==> config.mk <==
export PLATFORM = sky130hd
export DESIGN_NAME = hs_join_rx_sync_flat
export DESIGN_NICKNAME = d
export VERILOG_FILES = /design/src/rtl/hs_join_rx_sync_if.sv /design/src/rtl/hs_join_rx_sync.sv /design/src/flat_wrapper.sv
export SDC_FILE = /design/constraint.sdc
export NUM_CORES = 1
export LEC_CHECK = 0
export ABC_AREA = 1
export BUFFER_PORTS_ARGS = -buffer_cell sky130_fd_sc_hd__buf_2
export CAP_MARGIN = 20
export CORE_MARGIN = 5
export CORE_UTILIZATION = 55
export DETAILED_ROUTE_END_ITERATION = 16
export GPL_ROUTABILITY_DRIVEN = 0
export PLACE_DENSITY = 0.75
export SLEW_MARGIN = 20
export SYNTH_ARGS = -nofsm -noshare
export SYNTH_HDL_FRONTEND = slang
export SYNTH_SLANG_ARGS = --single-unit
==> constraint.sdc <==
create_clock -name clk -period 2.63 [get_ports clk]
set_input_delay 0.263 -clock clk [delete_from_list [all_inputs] [get_ports clk]]
set_output_delay 0.263 -clock clk [all_outputs]
set_load 0.005 [all_outputs]
==> src/rtl/hs_join_rx_sync_if.sv <==
// Receive-side bundle of the join channels: 4-phase requests/acks with bundled data bits,
// plus the valid/ready read port and occupancy of the joined-word FIFO.
interface hs_join_rx_sync_if #(
    parameter int N_CH       = 4,
    parameter int FIFO_DEPTH = 4
);
    logic [N_CH-1:0]              rr;
    logic [N_CH-1:0]              dat;
    logic [N_CH-1:0]              ra;
    logic                         o_valid;
    logic [N_CH-1:0]              o_data;
    logic                         i_ready;
    logic [$clog2(FIFO_DEPTH):0]  o_count;

    modport slave (
        input  rr, dat, i_ready,
        output ra, o_valid, o_data, o_count
    );

    modport master (
        output rr, dat, i_ready,
        input  ra, o_valid, o_data, o_count
    );
endinterface

==> src/rtl/hs_join_rx_sync.sv <==
// Clocked receiver for N_CH asynchronous 4-phase bundled-data channels: per-channel
// capture and acknowledge, join into one word, and a show-ahead FIFO for the consumer.
module hs_join_rx_sync #(
    parameter int N_CH        = 4,
    parameter int SYNC_STAGES = 2,
    parameter int FIFO_DEPTH  = 4
) (
    input  logic              clk,
    input  logic              rst,
    hs_join_rx_sync_if.slave  bus
);
    localparam int PW = $clog2(FIFO_DEPTH);
    localparam int CW = PW + 1;

    typedef enum logic {ST_REQ, ST_RTZ} ch_state_e;

    logic [N_CH-1:0] sync_q [SYNC_STAGES];
    logic [N_CH-1:0] req_s;

    ch_state_e       state_q [N_CH];
    ch_state_e       state_d [N_CH];
    logic [N_CH-1:0] ra_q, ra_d;
    logic [N_CH-1:0] full_q, full_d;
    logic [N_CH-1:0] slot_q, slot_d;

    logic [N_CH-1:0] mem_q [FIFO_DEPTH];
    logic [PW-1:0]   wr_ptr_q, wr_ptr_d;
    logic [PW-1:0]   rd_ptr_q, rd_ptr_d;
    logic [CW-1:0]   count_q, count_d;
    logic            valid_q, valid_d;
    logic [N_CH-1:0] data_q, data_d;
    logic            push, pop;

    // Synchronizer resets high so a request left asserted across reset reads as stale.
    always_ff @(posedge clk) begin
        if (rst) begin
            for (int i = 0; i < SYNC_STAGES; i++) sync_q[i] <= '1;
        end else begin
            sync_q[0] <= bus.rr;
            for (int i = 1; i < SYNC_STAGES; i++) sync_q[i] <= sync_q[i-1];
        end
    end

    assign req_s = sync_q[SYNC_STAGES-1];
    assign push  = (&full_q) && (count_q != CW'(FIFO_DEPTH));
    assign pop   = valid_q && bus.i_ready;

    always_comb begin
        for (int k = 0; k < N_CH; k++) begin
            state_d[k] = state_q[k];
            ra_d[k]    = ra_q[k];
            full_d[k]  = full_q[k];
            slot_d[k]  = slot_q[k];
            case (state_q[k])
                ST_REQ: begin
                    if (req_s[k] && !full_q[k]) begin
                        slot_d[k]  = bus.dat[k];
                        full_d[k]  = 1'b1;
                        ra_d[k]    = 1'b1;
                        state_d[k] = ST_RTZ;
                    end
                end
                ST_RTZ: begin
                    if (!req_s[k]) begin
                        ra_d[k]    = 1'b0;
                        state_d[k] = ST_REQ;
                    end
                end
                default: state_d[k] = ST_RTZ;
            endcase
        end
        // A join needs every slot full, so no channel can be capturing on this edge.
        if (push) full_d = '0;
    end

    always_ff @(posedge clk) begin
        if (rst) begin
            for (int k = 0; k < N_CH; k++) state_q[k] <= ST_RTZ;
            ra_q   <= '0;
            full_q <= '0;
        end else begin
            for (int k = 0; k < N_CH; k++) state_q[k] <= state_d[k];
            ra_q   <= ra_d;
            full_q <= full_d;
        end
    end

    always_ff @(posedge clk) begin
        slot_q <= slot_d;
        if (push) mem_q[wr_ptr_q] <= slot_q;
    end

    // Head register tracks the entry at the next read pointer, bypassing a same-edge write.
    always_comb begin
        wr_ptr_d = wr_ptr_q + PW'(push);
        rd_ptr_d = rd_ptr_q + PW'(pop);
        count_d  = count_q + CW'(push) - CW'(pop);
        valid_d  = (count_d != '0);
        data_d   = data_q;
        if (count_d != '0) begin
            if (push && (wr_ptr_q == rd_ptr_d)) data_d = slot_q;
            else                                data_d = mem_q[rd_ptr_d];
        end
    end

    always_ff @(posedge clk) begin
        if (rst) begin
            wr_ptr_q <= '0;
            rd_ptr_q <= '0;
            count_q  <= '0;
            valid_q  <= 1'b0;
            data_q   <= '0;
        end else begin
            wr_ptr_q <= wr_ptr_d;
            rd_ptr_q <= rd_ptr_d;
            count_q  <= count_d;
            valid_q  <= valid_d;
            data_q   <= data_d;
        end
    end

    assign bus.ra      = ra_q;
    assign bus.o_valid = valid_q;
    assign bus.o_data  = data_q;
    assign bus.o_count = count_q;
endmodule

==> src/flat_wrapper.sv <==
// flat-port wrapper written by rule: the top's interface ports become plain ports
module hs_join_rx_sync_flat 
#(
    parameter int N_CH        = 4,
    parameter int SYNC_STAGES = 2,
    parameter int FIFO_DEPTH  = 4
)
  (clk, rst, bus_rr, bus_dat, bus_i_ready, bus_ra, bus_o_valid, bus_o_data, bus_o_count);
  hs_join_rx_sync_if #(.N_CH(N_CH), .FIFO_DEPTH(FIFO_DEPTH)) bus_i ();
  input  logic clk;
  input  logic rst;
  input wire logic [$bits(bus_i.rr)-1:0] bus_rr;
  input wire logic [$bits(bus_i.dat)-1:0] bus_dat;
  input wire logic [$bits(bus_i.i_ready)-1:0] bus_i_ready;
  output wire logic [$bits(bus_i.ra)-1:0] bus_ra;
  output wire logic [$bits(bus_i.o_valid)-1:0] bus_o_valid;
  output wire logic [$bits(bus_i.o_data)-1:0] bus_o_data;
  output wire logic [$bits(bus_i.o_count)-1:0] bus_o_count;
  assign bus_i.rr = bus_rr;
  assign bus_i.dat = bus_dat;
  assign bus_i.i_ready = bus_i_ready;
  assign bus_ra = bus_i.ra;
  assign bus_o_valid = bus_i.o_valid;
  assign bus_o_data = bus_i.o_data;
  assign bus_o_count = bus_i.o_count;
  hs_join_rx_sync #(.N_CH(N_CH), .SYNC_STAGES(SYNC_STAGES), .FIFO_DEPTH(FIFO_DEPTH)) u_core (.clk(clk), .rst(rst), .bus(bus_i));
endmodule
### Word level (Yosys, flattened, before mapping)

Memories as Yosys holds them, arrays and structs flattened. A register that Yosys moved wholly into a read port is not among the register bits.
Cells that the tools add are included.

* add/subtract/negate cells: 4
* equal/unequal tests: 9
* multiplexer cells: 35
* bitwise operators: 10
* reduce and logical (&&, ||, !) cells: 21

Operator list (number)
* 1-bit two-way mux: 25
* 1-bit case mux with 2 select lines: 8
* 2-bit AND reduction: 8
* 4-bit two-way mux: 2
* 2-bit by 1-bit != test with 1-bit output (second input constant): 4
* 2-bit != test (second input constant): 4
* 1-bit logical AND: 6
* 1-bit bitwise OR: 6
* 2-bit by 1-bit adder with 2-bit output: 2
* 1-bit logical NOT: 4
* 1-bit inverter: 4
* 4-bit AND reduction: 1
* 3-bit by 1-bit adder with 3-bit output: 1
* 3-bit != test (second input constant): 1
* 3-bit nonzero test: 1
* 3-bit by 1-bit subtractor with 3-bit output: 1
* 2-bit OR reduction: 1

* bits in registers: 20
* memory bits (writable): 28
* output and inout port bits: 12
* logic and storage cells: 98
* memories: 3

Memory list
* u_core.mem_q: words 4, width 4, rd ports 1, clocked after memory_dff 1, write ports 1, RTL line hs_join_rx_sync.sv:26 `logic [N_CH-1:0] mem_q [FIFO_DEPTH];`
* u_core.sync_q: words 2, width 4, rd ports 2, clocked after memory_dff 0, write ports 2, RTL line hs_join_rx_sync.sv:17 `logic [N_CH-1:0] sync_q [SYNC_STAGES];`
* u_core.state_q: words 4, width 1, rd ports 4, clocked after memory_dff 0, write ports 4, RTL line hs_join_rx_sync.sv:20 `ch_state_e state_q [N_CH];`

### Longest topological paths before layout

Gate-level depths: netlist (run 1).

* depth after elaboration: 5
* mapped depth: 14
* gate-level depth less buffers: 14

### Least setup slack after synthesis (run 1)

OpenSTA, ideal clock, no wires.

* path kind: reg2reg
* start: register u_core.count_q[1], in the netlist u_core.bus.o_count[1]
* end: register u_core.data_q[1], in the netlist u_core.bus.o_data[1], read port of u_core.mem_q
* arrival time: 1.813 ns
* data required time: 2.517 ns
* slack: 0.703 ns
* cell stages (with the launch flop): 14
* buffers on the path: 0
* path through: dfxtp_1 > nor2_1 > nand2_1 > nand2_4 > inv_1 > ha_1 > inv_1 > fa_1 > nand2_1 > nand3b_4 > nand2_1 > inv_2 > nand3_1 > nand2_1

* longest elaborated chain between the ends: 5

RTL lines
* start: declaration: RTL line hs_join_rx_sync.sv:29 `logic [CW-1:0] count_q, count_d;`
* start signal: assignment: RTL line hs_join_rx_sync.sv:116 `count_q <= count_d;`
* 3-bit != test: RTL line hs_join_rx_sync.sv:45 `assign push = (&full_q) && (count_q != CW'(FIFO_DEPTH));`
* 1-bit logical AND: RTL line hs_join_rx_sync.sv:45
* 3-bit by 1-bit adder with 3-bit output *: RTL line hs_join_rx_sync.sv:97 `count_d = count_q + CW'(push) - CW'(pop);`
* 3-bit by 1-bit subtractor with 3-bit output *: RTL line hs_join_rx_sync.sv:97
* 3-bit nonzero test *: RTL line hs_join_rx_sync.sv:100 `if (count_d != '0) begin`
* end: declaration: RTL line hs_join_rx_sync.sv:31 `logic [N_CH-1:0] data_q, data_d;`

Mark *: on every way between the ends. The rest lies on a longest branch, timed or not.
A chain may end at the register's enable or synchronous reset.

### Worst setup path after layout (run 1)

* start: register u_core.count_q[1], in the netlist u_core.bus.o_count[1]
* end: register u_core.data_q[0], in the netlist u_core.bus.o_data[0], read port of u_core.mem_q

The elaborated chain is that of the path after synthesis.

==> results of run 1 <==
how the worst max path moves through the flow:
stage	startpoint	to	slack, ps
finish	u_core.bus.o_count[1]$_SDFF_PP0_	u_core.bus.o_data[0]$_SDFFE_PP0P_	520
global route	u_core.bus.o_count[1]$_SDFF_PP0_	u_core.bus.o_data[0]$_SDFFE_PP0P_	270
CTS	u_core.bus.o_count[1]$_SDFF_PP0_	u_core.bus.o_data[0]$_SDFFE_PP0P_	490
detailed placement	u_core.bus.o_count[1]$_SDFF_PP0_	u_core.bus.o_data[1]$_SDFFE_PP0P_	530
global placement	u_core.bus.o_count[1]$_SDFF_PP0_	u_core.bus.o_data[2]$_SDFFE_PP0P_	580
floorplan	u_core.bus.o_count[1]$_SDFF_PP0_	u_core.bus.o_data[1]$_SDFFE_PP0P_	700
logic make-up (layout without fill, tap and decap cells):
family / after synthesis / count (layout) / share of synthesized area
compound gates: 25 / 25 / 0.0592
xor+xnor: 1 / 1 / 0.00415
fa+ha+maj: 5 / 5 / 0.0332
buf+inv: 36 / 63 / 0.0710
flops: 52 / 52 / 0.587
simple gates: 106 / 106 / 0.245
layer usage:
layer | global-route usage | part of all wire | vias to the layer above
li1 | - | - | 761
met1 | 0.182 | 0.43 | 635
met2 | 0.280 | 0.51 | 19
met3 | 0.0499 | 0.044 | 7
met4 | 0.0522 | 0.014 | 0
met5 | 0 | 0 | -
cell type report:
type                            instances  area [um^2]
Tap cell                               48         60.1
Timing Repair Buffer                   22          110
Multi-Input combinational cell        137          722
Clock buffer                            5         68.8
Inverter                               33          131
Clock inverter                          3         21.3
Fill cell                             329         1330
Sequential cell                        52         1240
state kept, by name (all words and copies together) (netlist names):
| name | count |
|---|---|
| u_core.bus.o_count | 3 |
| u_core.bus.o_data | 4 |
| u_core.bus.o_valid | 1 |
| u_core.bus.ra | 4 |
| u_core.full_q | 4 |
| u_core.mem_q | 16 |
| u_core.rd_ptr_q | 2 |
| u_core.slot_q | 4 |
| u_core.state_q | 4 |
| u_core.sync_q | 8 |
| u_core.wr_ptr_q | 2 |
worst register-to-register path, delay by kind of cell, from the launching register on:
kind / cells / cell delay [ps]
adders and majority gates: 2 / 660
and+or+nand+nor: 6 / 630
DFF: 1 / 430
AOI/OAI and AO/OA: 1 / 170
buffers and inverters: 2 / 140
report_power, final:
group          switching (mW)  total, mW  internal, mW
clock                   0.257      0.445         0.188
sequential             0.0400      0.936         0.896
combinational           0.312      0.514         0.202
synthesized netlist by cell type:
cell,instances
sky130_fd_sc_hd__buf_6,1
sky130_fd_sc_hd__nand2_2,3
sky130_fd_sc_hd__nand3_1,11
sky130_fd_sc_hd__or2_2,8
sky130_fd_sc_hd__inv_8,1
sky130_fd_sc_hd__nor2_4,3
sky130_fd_sc_hd__nor3_1,4
sky130_fd_sc_hd__nand3_2,2
sky130_fd_sc_hd__nand2_1,45
sky130_fd_sc_hd__dfxtp_1,32
sky130_fd_sc_hd__clkbuf_1,2
sky130_fd_sc_hd__edfxtp_1,20
sky130_fd_sc_hd__o21ai_1,4
sky130_fd_sc_hd__a21oi_1,9
sky130_fd_sc_hd__inv_2,3
sky130_fd_sc_hd__inv_1,29
sky130_fd_sc_hd__ha_1,4
sky130_fd_sc_hd__nand3b_4,1
sky130_fd_sc_hd__fa_1,1
sky130_fd_sc_hd__o21ai_0,12
sky130_fd_sc_hd__nand2_4,3
sky130_fd_sc_hd__nor2_1,26
sky130_fd_sc_hd__xnor2_1,1
stage by stage:
step           total power, mW  cells  hold WS (ps)
3_5_place_dp              1.47    292           397
4_1_cts                   1.91    300           124
5_1_grt                   2.04    300           124
2_1_floorplan             1.35    225           362
6_report                  1.89    300           126
3_3_place_gp              1.46    292           392
==> flow_metrics.env, run 1 <==
export IMPL_detailed_place_hpwl_mm=2.68
export IMPL_grt_first_pass_wirelength_mm=6.31
export IMPL_placed_cell_area_um2=2260
export IMPL_path_max_fanout=7
export IMPL_globalRouteTotalUtil=0.159
export IMPL_coreArea_um2=3690
export IMPL_yosys_warns=0
export IMPL_detail_route_first_pass_iterations=4
export IMPL_critical_path_depth=11
export IMPL_power_ir_vdd_worst_v=0.000547
export IMPL_postCtsHoldBufs=0
export IMPL_worst_ep_required_time_ps=2830
export IMPL_global_route_overflow_total=0
export IMPL_buf_inv_stages_crit_path=2
export IMPL_floorplan_initialDensity=0.573
export IMPL_grt_pass1_vias=1445
export IMPL_path_clk_slew_ps=90
export IMPL_buffer_count_from_post_cts_setup_fixing=0
export IMPL_post_route_drc_count=0
export IMPL_max_cap_viol_count=0
export IMPL_drt_antenna_violating_nets=0
export IMPL_power_density_nw_per_um2=805
export IMPL_synth_top_cell_by_area="sky130_fd_sc_hd__dfxtp_1"
export IMPL_rrSetupSlack_ps=520
export IMPL_drt_total_wl_mm=3.50
export IMPL_num_vias=1422
export IMPL_antenna_found_initial=0
export IMPL_finalSetupTns_ps=0
export IMPL_setup_worst_path_end_class="flip-flop"
export IMPL_cts_sinks=52
export IMPL_routed_wire_length_per_instance_um=11.7
export IMPL_dieWidth_um=72.0
export IMPL_first_iter_violations=78
export IMPL_die_height_um=72.0
export IMPL_synth_area_um2=2110
export IMPL_tritoncts_buffers=5
export IMPL_area_delta_synth_final_pct=11.4
export IMPL_synth_area_per_cell_um2=9.39
export IMPL_hold_viol=0
export IMPL_setup_viol_count_final=0
export IMPL_r2r_worst_path_cells=11
export IMPL_timing_max_transition_violations_final=0
export IMPL_clock_tree_from_tritoncts="done"
export IMPL_cts_max_path_buffers=2
export IMPL_worst_hold_path_endpoint="u_core.slot_q[1]$_DFFE_PP_"
export IMPL_synthDistinctLibCells=23
export IMPL_timing_worst_slew_pin_value_ps=597
export IMPL_synth_top_cell_area_share=0.303
export IMPL_synth_top_cells_by_area="sky130_fd_sc_hd__dfxtp_1, sky130_fd_sc_hd__edfxtp_1, sky130_fd_sc_hd__nand2_1"
export IMPL_max_stage_delay_ps=510
export IMPL_clkLatencyLatePin_ps=300
export IMPL_drive_gt1_frac=0.214
export IMPL_boundaryPins=23
export IMPL_clock_tree_root_cell="sky130_fd_sc_hd__clkbuf_8"
export IMPL_yosysSeqAreaShare=0.587
export IMPL_grt_start_max_net_pins=22
export IMPL_syn_nets=241
export IMPL_layout_utilization=0.638
export IMPL_postLayoutSetupSlackWorst_ps=520
export IMPL_cell_depth_of_the_worst_hold_path=1
export IMPL_ctsHtreeMaxLevel=2
export IMPL_worst_clock_skew_ps=6.02
export IMPL_critical_path_reg2reg_startpoint="u_core.bus.o_count[1]$_SDFF_PP0_"
export IMPL_post_drt_via_cell_ratio=4.74
export IMPL_worst_r2r_endpoint="u_core.bus.o_data[0]$_SDFFE_PP0P_"
export IMPL_row_count=22
export IMPL_grt_setup_unrepaired="no"
export IMPL_worstSetupPathType="flip-flop to flip-flop"
export IMPL_leakagePower_nw=1.06
export IMPL_final_min_clock_period_ps=2110
export IMPL_diodes=0
export IMPL_fmax_mhz=474
export IMPL_slew_limit_headroom=0.599
export IMPL_cp_cell_sequence="nor2_1, nand2_1, nand2_4, inv_1, ha_1, inv_1, fa_1, nand2_1, nand3b_4, o21ai_0, nor2_1"
export IMPL_arrival_time_of_data_at_the_critical_path_endpoint_ps=2310
export IMPL_finalNetCount=267
export IMPL_postSynthRegisterBits=52
export IMPL_layout_cells_most_common="sky130_fd_sc_hd__nand2_1"
export IMPL_syn_instance_count=225
export IMPL_cp_max_stage_cell="sky130_fd_sc_hd__fa_1"
export IMPL_numPortBuffers=22
export IMPL_finish_instance_area_um2=2350
export IMPL_final_min_period_over_clock_period=0.802
export IMPL_post_place_ws_ps=531
export IMPL_status="finished, final reports clean"
export IMPL_cp_top_family="adder cells"
export IMPL_cp_startpoint_kind="flip-flop"
export IMPL_mostFrequentLayoutCells="sky130_fd_sc_hd__nand2_1, sky130_fd_sc_hd__dfxtp_1, sky130_fd_sc_hd__inv_1, sky130_fd_sc_hd__nor2_1, sky130_fd_sc_hd__buf_2"
export IMPL_post_cts_resize_count=0
export IMPL_die_area_um2=5180
export IMPL_min_from="bus_dat[1]"
export IMPL_hold_path_class="input port to flip-flop"
No activity file was read; power rests on OpenSTA's default activity.
==> run 2, diff against run 1 <==
--- a/config.mk
+++ b/config.mk
@@ -5,14 +5,14 @@
 export SDC_FILE = /design/constraint.sdc
 export NUM_CORES = 1
 export LEC_CHECK = 0
-export ABC_AREA = 1
+export ABC_AREA = 0
 export BUFFER_PORTS_ARGS = -buffer_cell sky130_fd_sc_hd__buf_2
 export CAP_MARGIN = 20
 export CORE_MARGIN = 5
-export CORE_UTILIZATION = 55
+export CORE_UTILIZATION = 51
 export DETAILED_ROUTE_END_ITERATION = 16
 export GPL_ROUTABILITY_DRIVEN = 0
-export PLACE_DENSITY = 0.75
+export PLACE_DENSITY = 0.74
 export SLEW_MARGIN = 20
 export SYNTH_ARGS = -nofsm -noshare
 export SYNTH_HDL_FRONTEND = slang
==> constraint.sdc (replaced) <==
create_clock -name clk -period 1.75 [get_ports clk]
set_input_delay 0.175 -clock clk [delete_from_list [all_inputs] [get_ports clk]]
set_output_delay 0.175 -clock clk [all_outputs]
set_load 0.005 [all_outputs]
==> flow_metrics.env, run 2 <==
export IMPL_status="finished with violations"
export IMPL_violations="setup timing"
export IMPL_postLayoutSetupSlackWorst_ps=-332
export IMPL_grt_pass1_vias=1253
export IMPL_finish_instance_area_um2=2450
export IMPL_row_count=22
export IMPL_multiInputGateArea_um2=771
export IMPL_critical_path_reg2reg_startpoint="u_core.bus.o_valid$_SDFF_PP0_"
export IMPL_area_delta_synth_final_pct=25.4
export IMPL_report_power_total_mw=3.18
export IMPL_synth_edf_count=20
export IMPL_p_int_mw=2.29
export IMPL_rrSetupSlack_ps=-330
export IMPL_largest_reg_flops=16
export IMPL_clockPowerShare=0.246
export IMPL_clock_tree_root_cell="sky130_fd_sc_hd__clkbuf_8"
export IMPL_r2r_worst_path_cells=11
export IMPL_p_sw_frac=0.278
export IMPL_num_vias=1203
export IMPL_cts_max_path_buffers=2
export IMPL_drt_antenna_violating_nets=0
export IMPL_leakagePower_nw=1.01
export IMPL_yosysSeqAreaShare=0.634
export IMPL_globalRouteTotalUtil=0.143
export IMPL_global_route_overflow_total=0
export IMPL_numPortBuffers=22
export IMPL_switchingPower_mw=0.883
export IMPL_worst_r2r_endpoint="u_core.bus.o_data[1]$_SDFFE_PP0P_"
export IMPL_power_density_nw_per_um2=1290
export IMPL_stdcell_count=237
export IMPL_seqPwrFrac=0.449
export IMPL_finalSetupTns_ps=-1630
export IMPL_hold_path_class="input port to flip-flop"
export IMPL_die_area_um2=5180
export IMPL_timing_worst_slew_pin_value_ps=484
export IMPL_cp_max_stage_cell="sky130_fd_sc_hd__dfxtp_2"
export IMPL_timing_max_transition_violations_final=0
export IMPL_path_clk_slew_ps=90
export IMPL_grt_setup_unrepaired="yes"
export IMPL_tritoncts_buffers=5
export IMPL_async_flop_share=0
export IMPL_routed_wire_length_per_instance_um=14.3
export IMPL_hold_viol=0
export IMPL_finalNetCount=204
export IMPL_worst_clock_skew_ps=7.33
export IMPL_arrival_time_of_data_at_the_critical_path_endpoint_ps=2260
export IMPL_worst_ep_required_time_ps=1930
export IMPL_syn_nets=161
export IMPL_coreArea_um2=3690
export IMPL_cp_startpoint_kind="flip-flop"
export IMPL_cp_startpoint="u_core.bus.o_valid$_SDFF_PP0_"
export IMPL_cell_with_the_most_instances_after_synthesis="sky130_fd_sc_hd__dfxtp_1"
export IMPL_max_cap_viol_count=0
export IMPL_slew_limit_headroom=0.677
export IMPL_synth_area_per_cell_um2=13.5
export IMPL_drive_gt1_frac=0.429
export IMPL_max_stage_delay_ps=330
export IMPL_diodes=0
export IMPL_fmax_mhz=480
export IMPL_power_ir_vdd_worst_v=0.000711
export IMPL_mostFrequentLayoutCells="sky130_fd_sc_hd__dfxtp_1, sky130_fd_sc_hd__buf_2, sky130_fd_sc_hd__edfxtp_1, sky130_fd_sc_hd__buf_4, sky130_fd_sc_hd__nor2b_1"
export IMPL_layout_cells_most_common="sky130_fd_sc_hd__dfxtp_1"
export IMPL_boundaryPins=23
export IMPL_grt_start_max_net_pins=30
export IMPL_synth_area_um2=1960
export IMPL_most_frequent_cell_on_the_critical_path="sky130_fd_sc_hd__ha_4"
export IMPL_final_min_clock_period_ps=2080
export IMPL_dp_cells=223
export IMPL_synthDistinctLibCells=29
export IMPL_synth_top_cell_area_share=0.327
export IMPL_synth_top_cell_by_area="sky130_fd_sc_hd__dfxtp_1"
export IMPL_first_iter_violations=82
export IMPL_layout_area_seq_um2=1250
export IMPL_timing_critical_path_to="u_core.bus.o_data[1]$_SDFFE_PP0P_"
export IMPL_placed_cell_area_um2=2230
export IMPL_antenna_found_initial=0
export IMPL_grt_first_pass_wirelength_mm=5.67
export IMPL_path_max_fanout=5
export IMPL_largest_register="u_core.mem_q"
export IMPL_buf_inv_stages_crit_path=3
export IMPL_clock_tree_from_tritoncts="done"
export IMPL_drt_total_wl_mm=3.39
export IMPL_detailed_place_hpwl_mm=2.44
export IMPL_synth_top_cells_by_count="sky130_fd_sc_hd__dfxtp_1, sky130_fd_sc_hd__edfxtp_1, sky130_fd_sc_hd__nor2_1"
export IMPL_dominantRegCellSynth="sky130_fd_sc_hd__dfxtp_1"
export IMPL_floorplan_initialDensity=0.531
export IMPL_num_fill_cells=279
export IMPL_cp_top_family="adder cells"
export IMPL_die_height_um=71.9
export IMPL_yosys_warns=0
export IMPL_power_combinational_fraction=0.305
export IMPL_post_drt_via_cell_ratio=5.08
export IMPL_final_min_period_over_clock_period=1.19
export IMPL_ctsHtreeMaxLevel=2
export IMPL_post_route_drc_count=0
export IMPL_worstSetupPathType="flip-flop to flip-flop"
export IMPL_synth_top_cells_by_area="sky130_fd_sc_hd__dfxtp_1, sky130_fd_sc_hd__edfxtp_1, sky130_fd_sc_hd__nor2b_1"
export IMPL_detail_route_first_pass_iterations=4
export IMPL_postSynthRegisterBits=52
export IMPL_clkLatencyLatePin_ps=300
export IMPL_cts_sinks=52
export IMPL_critical_path_depth=11
export IMPL_largest_registers="u_core.mem_q (16), u_core.sync_q (8)"
export IMPL_setup_worst_path_end_class="flip-flop"
export IMPL_cp_cell_sequence="and2_4, ha_4, inv_4, ha_4, inv_2, fa_2, xnor3_1, nand3b_1, buf_6, nor2_4, a211oi_2"
export IMPL_dieWidth_um=71.9
export IMPL_setup_viol_count_final=6
export IMPL_syn_instance_count=145
-- run 2: final cells by class --
cell class | count | share of cell area
Sequential cell | 52 | 0.509
Multi-Input combinational cell | 86 | 0.314
Tap cell | 48 | 0.0245
Clock inverter | 3 | 0.0153
Timing Repair Buffer | 40 | 0.103
Inverter | 3 | 0.00561
Clock buffer | 5 | 0.0280
-- run 2: cell families after synthesis --
| kind of cell | synth area share |
|---|---|
| flops | 0.634 |
| buf+inv | 0.0134 |
| simple gates | 0.145 |
| xor+xnor | 0.0371 |
| mux | 0.0703 |
| fa+ha+maj | 0.0358 |
| compound gates | 0.0646 |
-- run 2: worst reg2reg max path, cell delays in order (launching register included) --
cell                       delay [ps]
sky130_fd_sc_hd__dfxtp_2          330
sky130_fd_sc_hd__and2_4           160
sky130_fd_sc_hd__ha_4             220
sky130_fd_sc_hd__inv_4             50
sky130_fd_sc_hd__ha_4             120
sky130_fd_sc_hd__inv_2             30
sky130_fd_sc_hd__fa_2             310
sky130_fd_sc_hd__xnor3_1          260
sky130_fd_sc_hd__nand3b_1         160
sky130_fd_sc_hd__buf_6            190
sky130_fd_sc_hd__nor2_4            90
sky130_fd_sc_hd__a211oi_2          40
-- run 2: how the worst min path moves through the flow --
stage                          start                    endpoint  depth (start not counted)
after floorplan           bus_dat[0]  u_core.slot_q[0]$_DFFE_PP_                          0
after global placement    bus_dat[2]  u_core.slot_q[2]$_DFFE_PP_                          1
after detailed placement  bus_dat[2]  u_core.slot_q[2]$_DFFE_PP_                          1
after CTS                 bus_dat[2]  u_core.slot_q[2]$_DFFE_PP_                          1
after global routing      bus_dat[2]  u_core.slot_q[2]$_DFFE_PP_                          1
final                     bus_dat[2]  u_core.slot_q[2]$_DFFE_PP_                          1
-- run 2: timing repair --
action,4_1_cts,5_1_grt
resized for setup,16,3
setup endpoints to repair,5,10
setup buffers,4,1
pin swaps,11,5
hold buffers,0,0
cloned,1,0
-- run 2: layer usage --
metal / up-vias / global-route usage / routed length (um)
met5: - / 0 / 0
met1: 580 / 0.152 / 1360
li1: 593 / - / -
met3: 5 / 0.0332 / 149
met4: 0 / 0.0564 / 47
met2: 25 / 0.269 / 1830
-- run 2: power groups by stage --
| stage | Combinational [mW] | Sequential (mW) | Clock, mW |
|---|---|---|---|
| 6_report | 0.969 | 1.43 | 0.781 |
| 5_1_grt | 1.06 | 1.44 | 0.846 |
| 4_1_cts | 0.958 | 1.43 | 0.801 |
| 3_5_place_dp | 0.657 | 1.44 | 0 |
| 3_3_place_gp | 0.622 | 1.43 | 0 |
| 2_1_floorplan | 0.403 | 1.44 | 0 |
-- run 2: through the flow --
step / worst slack [ps] / utilization / hold WS [ps]
2_1_floorplan: -203 / - / 274
3_5_place_dp: -381 / 0.605 / 354
5_1_grt: -407 / 0.665 / 31.9
6_report: -332 / 0.665 / 46.0
4_1_cts: -289 / 0.660 / 34.8
3_3_place_gp: -281 / 0.605 / 352
==> run 3, diff against run 2 <==
--- a/config.mk
+++ b/config.mk
@@ -9,10 +9,10 @@
 export BUFFER_PORTS_ARGS = -buffer_cell sky130_fd_sc_hd__buf_2
 export CAP_MARGIN = 20
 export CORE_MARGIN = 5
-export CORE_UTILIZATION = 51
+export CORE_UTILIZATION = 55
 export DETAILED_ROUTE_END_ITERATION = 16
 export GPL_ROUTABILITY_DRIVEN = 0
-export PLACE_DENSITY = 0.74
+export PLACE_DENSITY = 0.76
 export SLEW_MARGIN = 20
 export SYNTH_ARGS = -nofsm -noshare
 export SYNTH_HDL_FRONTEND = slang
==> constraint.sdc (replaced) <==
create_clock -name clk -period 2.27 [get_ports clk]
set_input_delay 0.227 -clock clk [delete_from_list [all_inputs] [get_ports clk]]
set_output_delay 0.227 -clock clk [all_outputs]
set_load 0.005 [all_outputs]
==> flow_metrics.env, run 3 (synthesis results as in run 2) <==
export IMPL_cp_startpoint_kind="flip-flop"
export IMPL_grt_start_max_net_pins=30
export IMPL_num_vias=1180
export IMPL_max_cap_viol_count=0
export IMPL_critical_path_reg2reg_startpoint="u_core.bus.o_valid$_SDFF_PP0_"
export IMPL_max_stage_delay_ps=360
export IMPL_arrival_time_of_data_at_the_critical_path_endpoint_ps=2480
export IMPL_post_drt_via_cell_ratio=5.22
export IMPL_timing_worst_slew_pin_value_ps=500
export IMPL_worstSetupPathType="flip-flop to flip-flop"
export IMPL_final_min_period_over_clock_period=0.964
export IMPL_clock_tree_from_tritoncts="done"
export IMPL_slew_limit_headroom=0.667
export IMPL_detailed_place_hpwl_mm=2.35
export IMPL_path_max_fanout=5
export IMPL_grt_first_pass_wirelength_mm=5.71
export IMPL_finalNetCount=195
export IMPL_tritoncts_buffers=5
export IMPL_hold_slack_ps=28.6
export IMPL_grt_busiest_layer="met2"
export IMPL_detail_route_first_pass_iterations=4
export IMPL_area_delta_synth_final_pct=16.8
export IMPL_antenna_found_initial=0
export IMPL_drive_gt1_frac=0.306
export IMPL_post_route_drc_count=0
export IMPL_global_route_overflow_total=0
export IMPL_layout_cells_most_common="sky130_fd_sc_hd__dfxtp_1"
export IMPL_setup_viol_count_final=0
export IMPL_grt_pass1_vias=1256
export IMPL_mostFrequentLayoutCells="sky130_fd_sc_hd__dfxtp_1, sky130_fd_sc_hd__buf_2, sky130_fd_sc_hd__edfxtp_1, sky130_fd_sc_hd__nor2b_1, sky130_fd_sc_hd__nor2_1"
export IMPL_worst_r2r_endpoint="u_core.bus.o_data[1]$_SDFFE_PP0P_"
export IMPL_worst_clock_skew_ps=11.1
export IMPL_buf_inv_stages_crit_path=3
export IMPL_hold_path_class="input port to flip-flop"
export IMPL_rrSetupSlack_ps=80
export IMPL_power_ir_vdd_worst_v=0.000406
export IMPL_cp_top_family="adder cells"
export IMPL_fmax_mhz=457
export IMPL_row_count=21
export IMPL_globalRouteTotalUtil=0.153
export IMPL_numPortBuffers=22
export IMPL_drt_total_wl_mm=3.33
export IMPL_cp_cell_sequence="and2_4, ha_1, inv_1, ha_1, inv_1, fa_2, xnor3_1, nand3b_1, buf_6, nor2_1, a211oi_1"
export IMPL_dp_cells=212
export IMPL_num_fill_cells=254
export IMPL_status="finished, final reports clean"
export IMPL_grtUsageMet1=0.165
export IMPL_clock_tree_root_cell="sky130_fd_sc_hd__clkbuf_4"
export IMPL_floorplan_initialDensity=0.577
export IMPL_min_from="bus_dat[3]"
export IMPL_global_route_usage_met2=0.265
export IMPL_cts_max_path_buffers=2
export IMPL_setup_worst_path_end_class="flip-flop"
export IMPL_timing_max_transition_violations_final=0
export IMPL_path_clk_slew_ps=130
export IMPL_diodes=0
export IMPL_die_height_um=69.7
export IMPL_ctsHtreeMaxLevel=2
export IMPL_largest_register="u_core.mem_q"
export IMPL_cts_sinks=52
export IMPL_largest_registers="u_core.mem_q (16), u_core.sync_q (8)"
export IMPL_routed_wire_length_per_instance_um=14.7
export IMPL_post_place_ws_ps=-5.36
export IMPL_worst_hold_path_endpoint="u_core.slot_q[3]$_DFFE_PP_"
export IMPL_grt_util_met3=0.0594
export IMPL_placed_cell_area_um2=2130
export IMPL_report_power_total_mw=2.14
export IMPL_hold_viol=0
export IMPL_final_min_clock_period_ps=2190
export IMPL_leakagePower_nw=0.942
export IMPL_dieWidth_um=69.7
export IMPL_finalSetupTns_ps=0
export IMPL_worst_ep_required_time_ps=2560
export IMPL_finish_instance_area_um2=2290
export IMPL_coreArea_um2=3390
export IMPL_largest_reg_flops=16
export IMPL_postLayoutSetupSlackWorst_ps=80.8
export IMPL_cell_depth_of_the_worst_hold_path=1
export IMPL_first_iter_violations=58
export IMPL_drt_antenna_violating_nets=0
export IMPL_stdcell_count=226
export IMPL_boundaryPins=23
export IMPL_layout_utilization=0.674
export IMPL_clkLatencyLatePin_ps=370
export IMPL_die_area_um2=4850
export IMPL_power_density_nw_per_um2=937
export IMPL_r2r_worst_path_cells=11
export IMPL_cp_max_stage_cell="sky130_fd_sc_hd__dfxtp_2"
## run 3: per-layer routing
metal | part of all wire | wire length, um
met4 | 0.027 | 89
met2 | 0.52 | 1730
met1 | 0.40 | 1350
met3 | 0.050 | 166
met5 | 0 | 0
## run 3: worst reg2reg max path, stage by stage (launching register included)
cell and delay, ps:
sky130_fd_sc_hd__dfxtp_2 360, sky130_fd_sc_hd__and2_4 160, sky130_fd_sc_hd__ha_1 260, sky130_fd_sc_hd__inv_1 50
sky130_fd_sc_hd__ha_1 140, sky130_fd_sc_hd__inv_1 60, sky130_fd_sc_hd__fa_2 330, sky130_fd_sc_hd__xnor3_1 210
sky130_fd_sc_hd__nand3b_1 170, sky130_fd_sc_hd__buf_6 150, sky130_fd_sc_hd__nor2_1 40, sky130_fd_sc_hd__a211oi_1 190
## run 3: cell type report
class | count | area (um^2) | share of cell area
clock buffer | 8 | 68.8 | 0.0301
sequential | 52 | 1240 | 0.544
inverter | 3 | 11.3 | 0.00493
multi-input combinational | 86 | 713 | 0.312
tap | 46 | 57.6 | 0.0252
timing repair buffer | 31 | 193 | 0.0843
## run 3: worst max path at each step
stage / to / start / depth (start not counted)
after global placement: u_core.bus.o_data[0]$_SDFFE_PP0P_ / u_core.full_q[3]$_SDFFE_PP0P_ / 9
after floorplan: u_core.bus.o_data[0]$_SDFFE_PP0P_ / u_core.bus.o_count[1]$_SDFF_PP0_ / 9
final: u_core.bus.o_data[1]$_SDFFE_PP0P_ / u_core.bus.o_valid$_SDFF_PP0_ / 11
after detailed placement: u_core.bus.o_data[3]$_SDFFE_PP0P_ / bus_i_ready / 11
after global routing: u_core.bus.o_data[3]$_SDFFE_PP0P_ / u_core.full_q[2]$_SDFFE_PP0P_ / 10
after CTS: u_core.bus.o_data[3]$_SDFFE_PP0P_ / u_core.bus.o_valid$_SDFF_PP0_ / 11
## run 3: power breakdown
part / internal [mW] / total, mW / switching [mW]
Combinational: 0.330 / 0.592 / 0.262
Clock: 0.183 / 0.453 / 0.271
Sequential: 1.04 / 1.10 / 0.0548
## run 3: timing repair
| action | in CTS | in global routing |
|---|---|---|
| gates cloned | 0 | 1 |
| resized for setup | 0 | 11 |
| endpoints found under the setup margin | 3 | 5 |
| hold endpoints to repair | 0 | 3 |
| hold buffers | 0 | 3 |
| pin swaps | 1 | 1 |
| setup buffers | 1 | 1 |
